## config.mk

```make
export PLATFORM = sky130hd
export DESIGN_NAME = quantum_fetch_ctrl
export DESIGN_NICKNAME = d
export VERILOG_FILES = /design/src/rtl/qpu_pkg.sv /design/src/rtl/q_decode.sv /design/src/rtl/quantum_fetch_ctrl.sv
export SDC_FILE = /design/constraint.sdc
export NUM_CORES = 1
export LEC_CHECK = 0
export CORE_MARGIN = 2
export CORE_UTILIZATION = 45
export CTS_CLUSTER_SIZE = 24
export DETAILED_ROUTE_END_ITERATION = 8
export HOLD_SLACK_MARGIN = 0.12
export PLACE_DENSITY = 0.75
export SETUP_SLACK_MARGIN = 0.05
export SLEW_MARGIN = 20
export SYNTH_ARGS = -nofsm -noshare
export SYNTH_HDL_FRONTEND = slang
export SYNTH_SLANG_ARGS = --single-unit
```

## constraint.sdc

```tcl
create_clock -name clk -period 2.8 [get_ports clk]
set_clock_uncertainty 0.1 [all_clocks]
set_input_delay 0.56 -clock clk [delete_from_list [all_inputs] [get_ports clk]]
set_output_delay 0.56 -clock clk [all_outputs]
set_load 0.02 [all_outputs]
```

## src/rtl/qpu_pkg.sv

```systemverilog
// Shared definitions for the quantum fetch/dispatch path: opcodes, gate functs,
// sequencer states and the quantum gate payload.
package qpu_pkg;

    localparam int unsigned XLEN  = 32;
    localparam int unsigned OPW   = 6;
    localparam int unsigned QIDXW = 5;
    localparam int unsigned RETW  = 16;

    localparam logic [OPW-1:0] OP_J    = 6'b000010;
    localparam logic [OPW-1:0] OP_COP2 = 6'b010010;
    localparam logic [OPW-1:0] QF_H    = 6'h01;
    localparam logic [OPW-1:0] QF_CNOT = 6'h04;

    localparam logic [XLEN-1:0] RESET_PC_DEF   = 32'h0000_0000;
    localparam int unsigned     NUM_QUBITS_DEF = 2;
    localparam int unsigned     Q_TIMEOUT_DEF  = 255;

    typedef enum logic [2:0] {
        ST_IDLE    = 3'd0,
        ST_FETCH   = 3'd1,
        ST_C_ISSUE = 3'd2,
        ST_Q_ISSUE = 3'd3,
        ST_Q_WAIT  = 3'd4
    } state_t;

    typedef struct packed {
        logic [OPW-1:0]   op;
        logic [QIDXW-1:0] ctrl;
        logic [QIDXW-1:0] tgt;
    } q_gate_t;

endpackage

```

## src/rtl/q_decode.sv

```systemverilog
// Combinational COP2 field extraction and gate legality check; shared with the
// coprocessor-side checker.
module q_decode
    import qpu_pkg::*;
#(
    parameter int unsigned NUM_QUBITS = NUM_QUBITS_DEF
) (
    input  logic [XLEN-1:0] instr,
    output q_gate_t         gate_c,
    output logic            legal_c
);

    localparam logic [QIDXW-1:0] NQ = QIDXW'(NUM_QUBITS);

    logic tgt_ok;
    logic ctrl_ok;
    logic unused_bits;

    // Opcode is decoded by the caller; the middle field carries no gate info.
    assign unused_bits = ^{instr[31:26], instr[15:6]};

    always_comb begin
        gate_c  = '{op: instr[5:0], ctrl: instr[25:21], tgt: instr[20:16]};
        tgt_ok  = (gate_c.tgt != '0) && (gate_c.tgt <= NQ);
        ctrl_ok = (gate_c.ctrl != '0) && (gate_c.ctrl <= NQ) && (gate_c.ctrl != gate_c.tgt);
        legal_c = 1'b0;
        case (gate_c.op)
            QF_H:    legal_c = tgt_ok;
            QF_CNOT: legal_c = tgt_ok && ctrl_ok;
            default: legal_c = 1'b0;
        endcase
    end

endmodule

```

## src/rtl/quantum_fetch_ctrl.sv

```systemverilog
// Fetch sequencer: owns the PC, resolves J locally and dispatches other words
// to the classical core or the quantum coprocessor, serialising gates.
module quantum_fetch_ctrl
    import qpu_pkg::*;
#(
    parameter logic [XLEN-1:0] RESET_PC   = RESET_PC_DEF,
    parameter int unsigned     NUM_QUBITS = NUM_QUBITS_DEF,
    parameter int unsigned     Q_TIMEOUT  = Q_TIMEOUT_DEF
) (
    input  logic             clk,
    input  logic             rst_n,
    input  logic             run,
    output logic [XLEN-1:0]  pc,
    input  logic [XLEN-1:0]  instr,
    output logic             c_valid,
    output logic [XLEN-1:0]  c_instr,
    input  logic             c_ready,
    output logic             q_valid,
    output logic [OPW-1:0]   q_op,
    output logic [QIDXW-1:0] q_ctrl,
    output logic [QIDXW-1:0] q_tgt,
    input  logic             q_ready,
    input  logic             q_done,
    output logic             busy,
    output logic             err,
    output logic [RETW-1:0]  retired
);

    localparam int unsigned      TMO_W    = (Q_TIMEOUT > 2) ? $clog2(Q_TIMEOUT) : 1;
    localparam logic [TMO_W-1:0] TMO_LAST = TMO_W'(Q_TIMEOUT - 1);

    state_t            state_q,   state_d;
    logic [XLEN-1:0]   pc_q,      pc_d;
    logic [XLEN-1:0]   c_instr_q, c_instr_d;
    q_gate_t           gate_q,    gate_d;
    logic              c_valid_q, c_valid_d;
    logic              q_valid_q, q_valid_d;
    logic              busy_q,    busy_d;
    logic              err_q,     err_d;
    logic [RETW-1:0]   retired_q, retired_d;
    logic [TMO_W-1:0]  tmo_q,     tmo_d;

    q_gate_t dec_gate;
    logic    dec_legal;

    q_decode #(.NUM_QUBITS(NUM_QUBITS)) u_q_decode (
        .instr   (instr),
        .gate_c  (dec_gate),
        .legal_c (dec_legal)
    );

    always_comb begin
        state_d   = state_q;
        pc_d      = pc_q;
        c_instr_d = c_instr_q;
        gate_d    = gate_q;
        err_d     = err_q;
        retired_d = retired_q;
        tmo_d     = tmo_q;
        case (state_q)
            ST_IDLE: begin
                if (run && !err_q) state_d = ST_FETCH;
            end
            ST_FETCH: begin
                // run is honoured only here, so an issued instruction always finishes.
                if (!run) begin
                    state_d = ST_IDLE;
                end else begin
                    case (instr[31:26])
                        OP_J: begin
                            pc_d      = {pc_q[31:28], instr[25:0], 2'b00};
                            retired_d = retired_q + RETW'(1);
                        end
                        OP_COP2: begin
                            if (dec_legal) begin
                                gate_d  = dec_gate;
                                state_d = ST_Q_ISSUE;
                            end else begin
                                err_d   = 1'b1;
                                state_d = ST_IDLE;
                            end
                        end
                        default: begin
                            c_instr_d = instr;
                            state_d   = ST_C_ISSUE;
                        end
                    endcase
                end
            end
            ST_C_ISSUE: begin
                if (c_ready) begin
                    pc_d      = pc_q + XLEN'(4);
                    retired_d = retired_q + RETW'(1);
                    state_d   = ST_FETCH;
                end
            end
            ST_Q_ISSUE: begin
                if (q_ready) begin
                    tmo_d   = '0;
                    state_d = ST_Q_WAIT;
                end
            end
            ST_Q_WAIT: begin
                // Completion takes priority over a timeout in the same cycle.
                if (q_done) begin
                    pc_d      = pc_q + XLEN'(4);
                    retired_d = retired_q + RETW'(1);
                    state_d   = ST_FETCH;
                end else if (tmo_q == TMO_LAST) begin
                    err_d   = 1'b1;
                    state_d = ST_IDLE;
                end else begin
                    tmo_d = tmo_q + TMO_W'(1);
                end
            end
            default: state_d = ST_IDLE;
        endcase
        c_valid_d = (state_d == ST_C_ISSUE);
        q_valid_d = (state_d == ST_Q_ISSUE);
        busy_d    = (state_d != ST_IDLE);
    end

    always_ff @(posedge clk or negedge rst_n) begin
        if (!rst_n) begin
            state_q   <= ST_IDLE;
            pc_q      <= RESET_PC;
            c_instr_q <= '0;
            gate_q    <= '0;
            c_valid_q <= 1'b0;
            q_valid_q <= 1'b0;
            busy_q    <= 1'b0;
            err_q     <= 1'b0;
            retired_q <= '0;
            tmo_q     <= '0;
        end else begin
            state_q   <= state_d;
            pc_q      <= pc_d;
            c_instr_q <= c_instr_d;
            gate_q    <= gate_d;
            c_valid_q <= c_valid_d;
            q_valid_q <= q_valid_d;
            busy_q    <= busy_d;
            err_q     <= err_d;
            retired_q <= retired_d;
            tmo_q     <= tmo_d;
        end
    end

    assign pc      = pc_q;
    assign c_valid = c_valid_q;
    assign c_instr = c_instr_q;
    assign q_valid = q_valid_q;
    assign q_op    = gate_q.op;
    assign q_ctrl  = gate_q.ctrl;
    assign q_tgt   = gate_q.tgt;
    assign busy    = busy_q;
    assign err     = err_q;
    assign retired = retired_q;

endmodule

```

After elaboration in Yosys (flattened, before gate mapping)
Index checks and enable logic that the tools add are counted.

word-level totals
  word-level logic and storage cells = 93
  output and inout port bits = 100
  bits of input ports = 38
  register bits after elaboration = 111

cells by class
  add/sub/neg operators = 3
  reduce and logical (&&, ||, !) cells = 21
  equal/unequal tests = 22
  muxes and demuxes = 30
  $lt $le $gt $ge = 2
  bitwise operators = 2

operators by type and width
  cell                   number
  $pmux 32 s3            1
  $mux 16                4
  $mux 32                2
  $mux 28                2
  $pmux 16 s3            1
  $add 32x3->32 const B  1
  $mux 8                 3
  $mux 3                 6
  $ne 2x2->1 const B     9
  $add 16x1->16 const B  1
  $pmux 8 s2             1
  $pmux 3 s5             1
  $eq 3x2->1 const B     4
  $reduce_and 4->1       3
  $le 5x2->1 const B     2
  $reduce_bool 5->1      2
  $add 8x1->8 const B    1
  $eq 8x8->1 const B     1
  $eq 6x1->1 const B     1
  $eq 6x2->1 const B     1
  $eq 6x3->1 const B     1
  $eq 6x5->1 const B     1
  $pmux 3 s2             1
  $reduce_and 6->1       1
  16 further kinds       29

Logic depth before layout (Yosys ltp)
  depth after elaboration = 10
  mapped depth = 8
  depth with buffers taken out = 7

By module
Synthesis repeated with hierarchy kept, for this count alone.

unflattened totals
  cells, all modules = 511
  area, all modules = 5,457.7 sq um

modules (own cells, without submodules)
  module              cells an instance  area each (sq um)  instances  seq. area each (sq um)
  quantum_fetch_ctrl  478                5,202.5            1          2,727.6
  q_decode            33                 255.2              1          0.0

Worst setup path before layout
Ideal clock, no wire load.

  path type = input to register
  start = in instr[26]
  end = reg gate_q, in the netlist q_ctrl[4]
  arrival time = 2.011 ns
  path slack = 0.562 ns
  cell stages on the path = 5
  buffers on the path = 1
  required time = 2.573 ns
  library setup time = 0.127 ns
  cells stage by stage = nor4_4 > nand3_2 > nor4b_4 > buf_6 > mux2_1

between the ends
  word-level cells in the longest chain between the ends = 2

RTL lines
  item                        line                       text
  start, declared             quantum_fetch_ctrl.sv:14   input logic [XLEN-1:0] instr,
  $eq 6x5->1                  quantum_fetch_ctrl.sv:69   case (instr[31:26])
  $reduce_and 4->1 (no line)  -
  end signal, assigned        quantum_fetch_ctrl.sv:139  gate_q <= gate_d;
  end, declared               quantum_fetch_ctrl.sv:35   q_gate_t gate_q, gate_d;

No other way between the ends.
A chain may end at the register's enable or synchronous reset.

Worst setup path after layout
  start = in instr[17]
  end = reg gate_q, in the netlist q_tgt[1]

between the ends
  word-level cells in the longest chain between the ends = 5
  elaborated cells between the ends (all ways) = 8
  classes of those cells = order compare (1); eq/ne (1); mux (1); reduce/logical (5)

RTL lines
  item                                         line                            text
  $le 5x2->1 (tied with other cells)           q_decode.sv:24                  tgt_ok = (gate_c.tgt != '0) && (gate_c.tgt <= NQ);
  $logic_and 1x1->1, on equally long branches  q_decode.sv:24, q_decode.sv:25
  $logic_and 1x1->1                            q_decode.sv:29                  QF_CNOT: legal_c = tgt_ok && ctrl_ok;
  $pmux 1 s2                                   q_decode.sv:27                  case (gate_c.op)
  $reduce_and 4->1 (no line)                   -

Parallel ways exist; a longest one is shown, timed or not.

==> metrics.cfg <==
[routing]
wl_per_cell_um=17.5
first_pass_iters=6
wl_um=13900
initialDrtViolationCount=269
num_vias=4546
antenna_left=0
viasPerCell=5.72
drcViolationCount=6

[setup_path]
critPathBufInv=2
critPathRequiredTime_ns=2.94
max_stage_delay_ns=0.57
start_kind=primary input
critical-path-top-delay-family=buffers and inverters
cpMaxStageDelayCell=clkdlybuf4s50_1
worstRegToRegCells=5
cp.arrival_ns=2.57
r2r_start=pc[8]
criticalPathCategory=in2reg
cp_max_fo=16
rr_endpoint=pc[31]
worst-r2r-setup-slack_ns=0.51
path_cells=clkdlybuf4s50_1, nor2b_1, o22ai_1, a32oi_2, nor4b_4, buf_4, mux2_2
endpoint_kind=flop

[cells_and_area]
n_fill_cell=965
drive_gt1_share_pct=14.4
utilization_pct=63.3
syn_to_final_growth_pct=35.9
nNetsFinal=689
antenna_cells=0

[sta]
fin_setup_tns_ns=0
max_slew.worst_pin.slew_ns=0.596
hold_viol_final=0
hold_ws_ns=0.372
relSlewSlack_pct=60.2
setup_slack_ns=0.377
finalCritPeriodShare_pct=86.5
finalSetupViolCount=0
drv_slew=0
rsz0062_at_grt=false
fin_crit_ns=2.42
max_freq_mhz=413

[logic_synthesis]
ys_types=67
yosysTopAreaCellShare_pct=50.9
ys.flop_type=dfrtp_1
seq_area_frac_synth_pct=50.9
yosysTopAreaCell=dfrtp_1
syn_avg_cell_area_um2=10.7
yosys-top-cells-count=109 x dfrtp_1, 35 x mux2_2, 34 x nand2_1, 31 x a21oi_1, 28 x nor2_1
synth-seq-cells=109
netlist_area_um2=5360
yosys-top-cells-area=dfrtp_1 51%, mux2_2 7.4%, a21oi_1 2.9%
async_reset_ff_share_pct=100
synth_edf_count=0
synth_most_common_cell=dfrtp_1
yosys_warnings=0
syn-instance-count=500

[grt]
antenna_found_initial=0
grt_busiest_layer=met2
grtUsageMet3_pct=6.05
grt_max_degree=46
grt_pass1_vias=4540
gr-total-overflow=0
grt_pass1_wl_um=22900
grtUsageMet1_pct=29.5
use_met2_pct=36.2
track_usage_pct=22.2

[floorplan]
io_pins=138
start_util_pct=46.5
rows=39
fp.dieW_um=113
die-area_um2=12800
core_area_um2=11500
die_height_um=113

[cts]
postCtsSetupBuffers=0
clk-insertion-delay-late_ns=0.36
cts_tree=done
clock_path_buffers=2
cts-root-buf=clkbuf_16
clk_pin_slew_ns=0.07
cts_max_level=3
cts_buffers=9
cts_sinks=109

[placed_design]
place_hpwl_um=10200
place_ws_ns=-0.0188
port_buffers=135
globalplace.congestion=0.895

[flow_run]
maxCapViolCount=0

[outcome]
outcome=complete, but fails checks
violations=DRC

[min_path]
hold_path_class=reg2reg
hold_path_startpoint=retired[15]
whs_endpoint=retired[15]
holdPathStages=1

[power]
leakagePower_uw=0.00316
pwr_density_cell_nw_per_um2=870
vdd_drop_max_mv=0.534
power_uw=6340

-- area by class of cell --
cell class	count	area, um2	share of cell area [%]
inverters	9	33.8	0.464
clock buffers	11	233	3.19
clock inverters	5	46.3	0.635
flip-flops and latches	109	2730	37.4
repair buffers	159	1580	21.7
multi-input cells	359	2490	34.1
well taps	143	179	2.46
-- cells in the final DEF, fill, tap and decap left out, types with 3 or more instances in the layout --
cell	n
buf_12	4
o21ai_0	26
o2bb2ai_1	3
and2_1	4
o22ai_1	5
o31ai_1	3
nand3_1	27
nor4_1	6
nor3b_1	3
dfrtp_1	109
mux2_1	5
a31oi_1	4
nor2b_1	12
nand2b_1	4
buf_4	20
xnor2_1	13
inv_6	4
mux2_2	35
nor3_1	7
and4_1	3
nor4_4	3
ha_1	4
clkbuf_16	9
or3b_2	3
clkdlybuf4s50_1	134
inv_1	9
nor2_1	27
or2_2	3
nand2_1	34
xor2_1	11
mux2i_1	4
a21oi_1	31
a22oi_1	3
a31o_2	5
nand4_1	13
a32oi_1	4
and3_1	16
-- power breakdown --
part / leakage (uW) / internal, uW / total (uW) / switching [uW]
registers: 0.00141 / 2010 / 2470 / 460
clock network: 0.000137 / 625 / 1230 / 610
logic: 0.00161 / 1300 / 2640 / 1340
-- registers in the layout, indices dropped and copies added (netlist names) --
name / flops
q_tgt: 5
state_q: 3
retired: 16
c_instr: 32
tmo_q: 8
c_valid: 1
pc: 30
busy: 1
q_op: 6
q_ctrl: 5
q_valid: 1
err: 1
-- worst register-to-register path: cells and delay by family (launching register included) --
family | cells | cell delay (ns)
AND/OR/NAND/NOR | 4 | 1.43
flip-flops | 1 | 0.52
XOR/XNOR | 1 | 0.17
-- timing repair --
item,CTS,global route
resized for setup,0,0
endpoints found under the hold margin,23,0
hold buffers,1,0
-- per-stage QoR --
step,cells,instance area [um2]
finish,795,7290
global route,795,7290
CTS,795,7290
detailed placement,778,7000
global placement,778,7000
floorplan,501,5360
-- how the worst max path moves through the flow --
stage	to	cells past startpoint	from	slack [ns]
2_1_floorplan	q_ctrl[4]	5	instr[26]	0.56
3_3_place_gp	q_ctrl[2]	6	instr[26]	0.09
3_5_place_dp	q_ctrl[1]	6	instr[26]	-0.02
4_1_cts	q_ctrl[3]	6	instr[26]	0.37
5_1_grt	q_tgt[1]	6	instr[26]	0.29
6_report	q_tgt[1]	7	instr[17]	0.38
-- metal layers --
layer	share of wire, %	up-vias
li1	-	2129
met2	48	134
met3	5.9	23
met5	0	-
met4	1.7	0
met1	44	2260
-- kinds of logic (layout without fill, tap and decap cells) --
kind of cell | count (synthesis) | after routing | share of synthesized area [%]
AOI/OAI and AO/OA | 107 | 107 | 13.0
and+or+nand+nor | 178 | 178 | 19.2
other | 1 | 2 | 0.0700
adders and majority gates | 4 | 4 | 0.934
xor gates and xnor gates | 24 | 24 | 3.92
buffers and inverters | 33 | 184 | 2.85
muxes | 44 | 44 | 9.15
DFF | 109 | 109 | 50.9
Power figures use the tool's default switching activity.
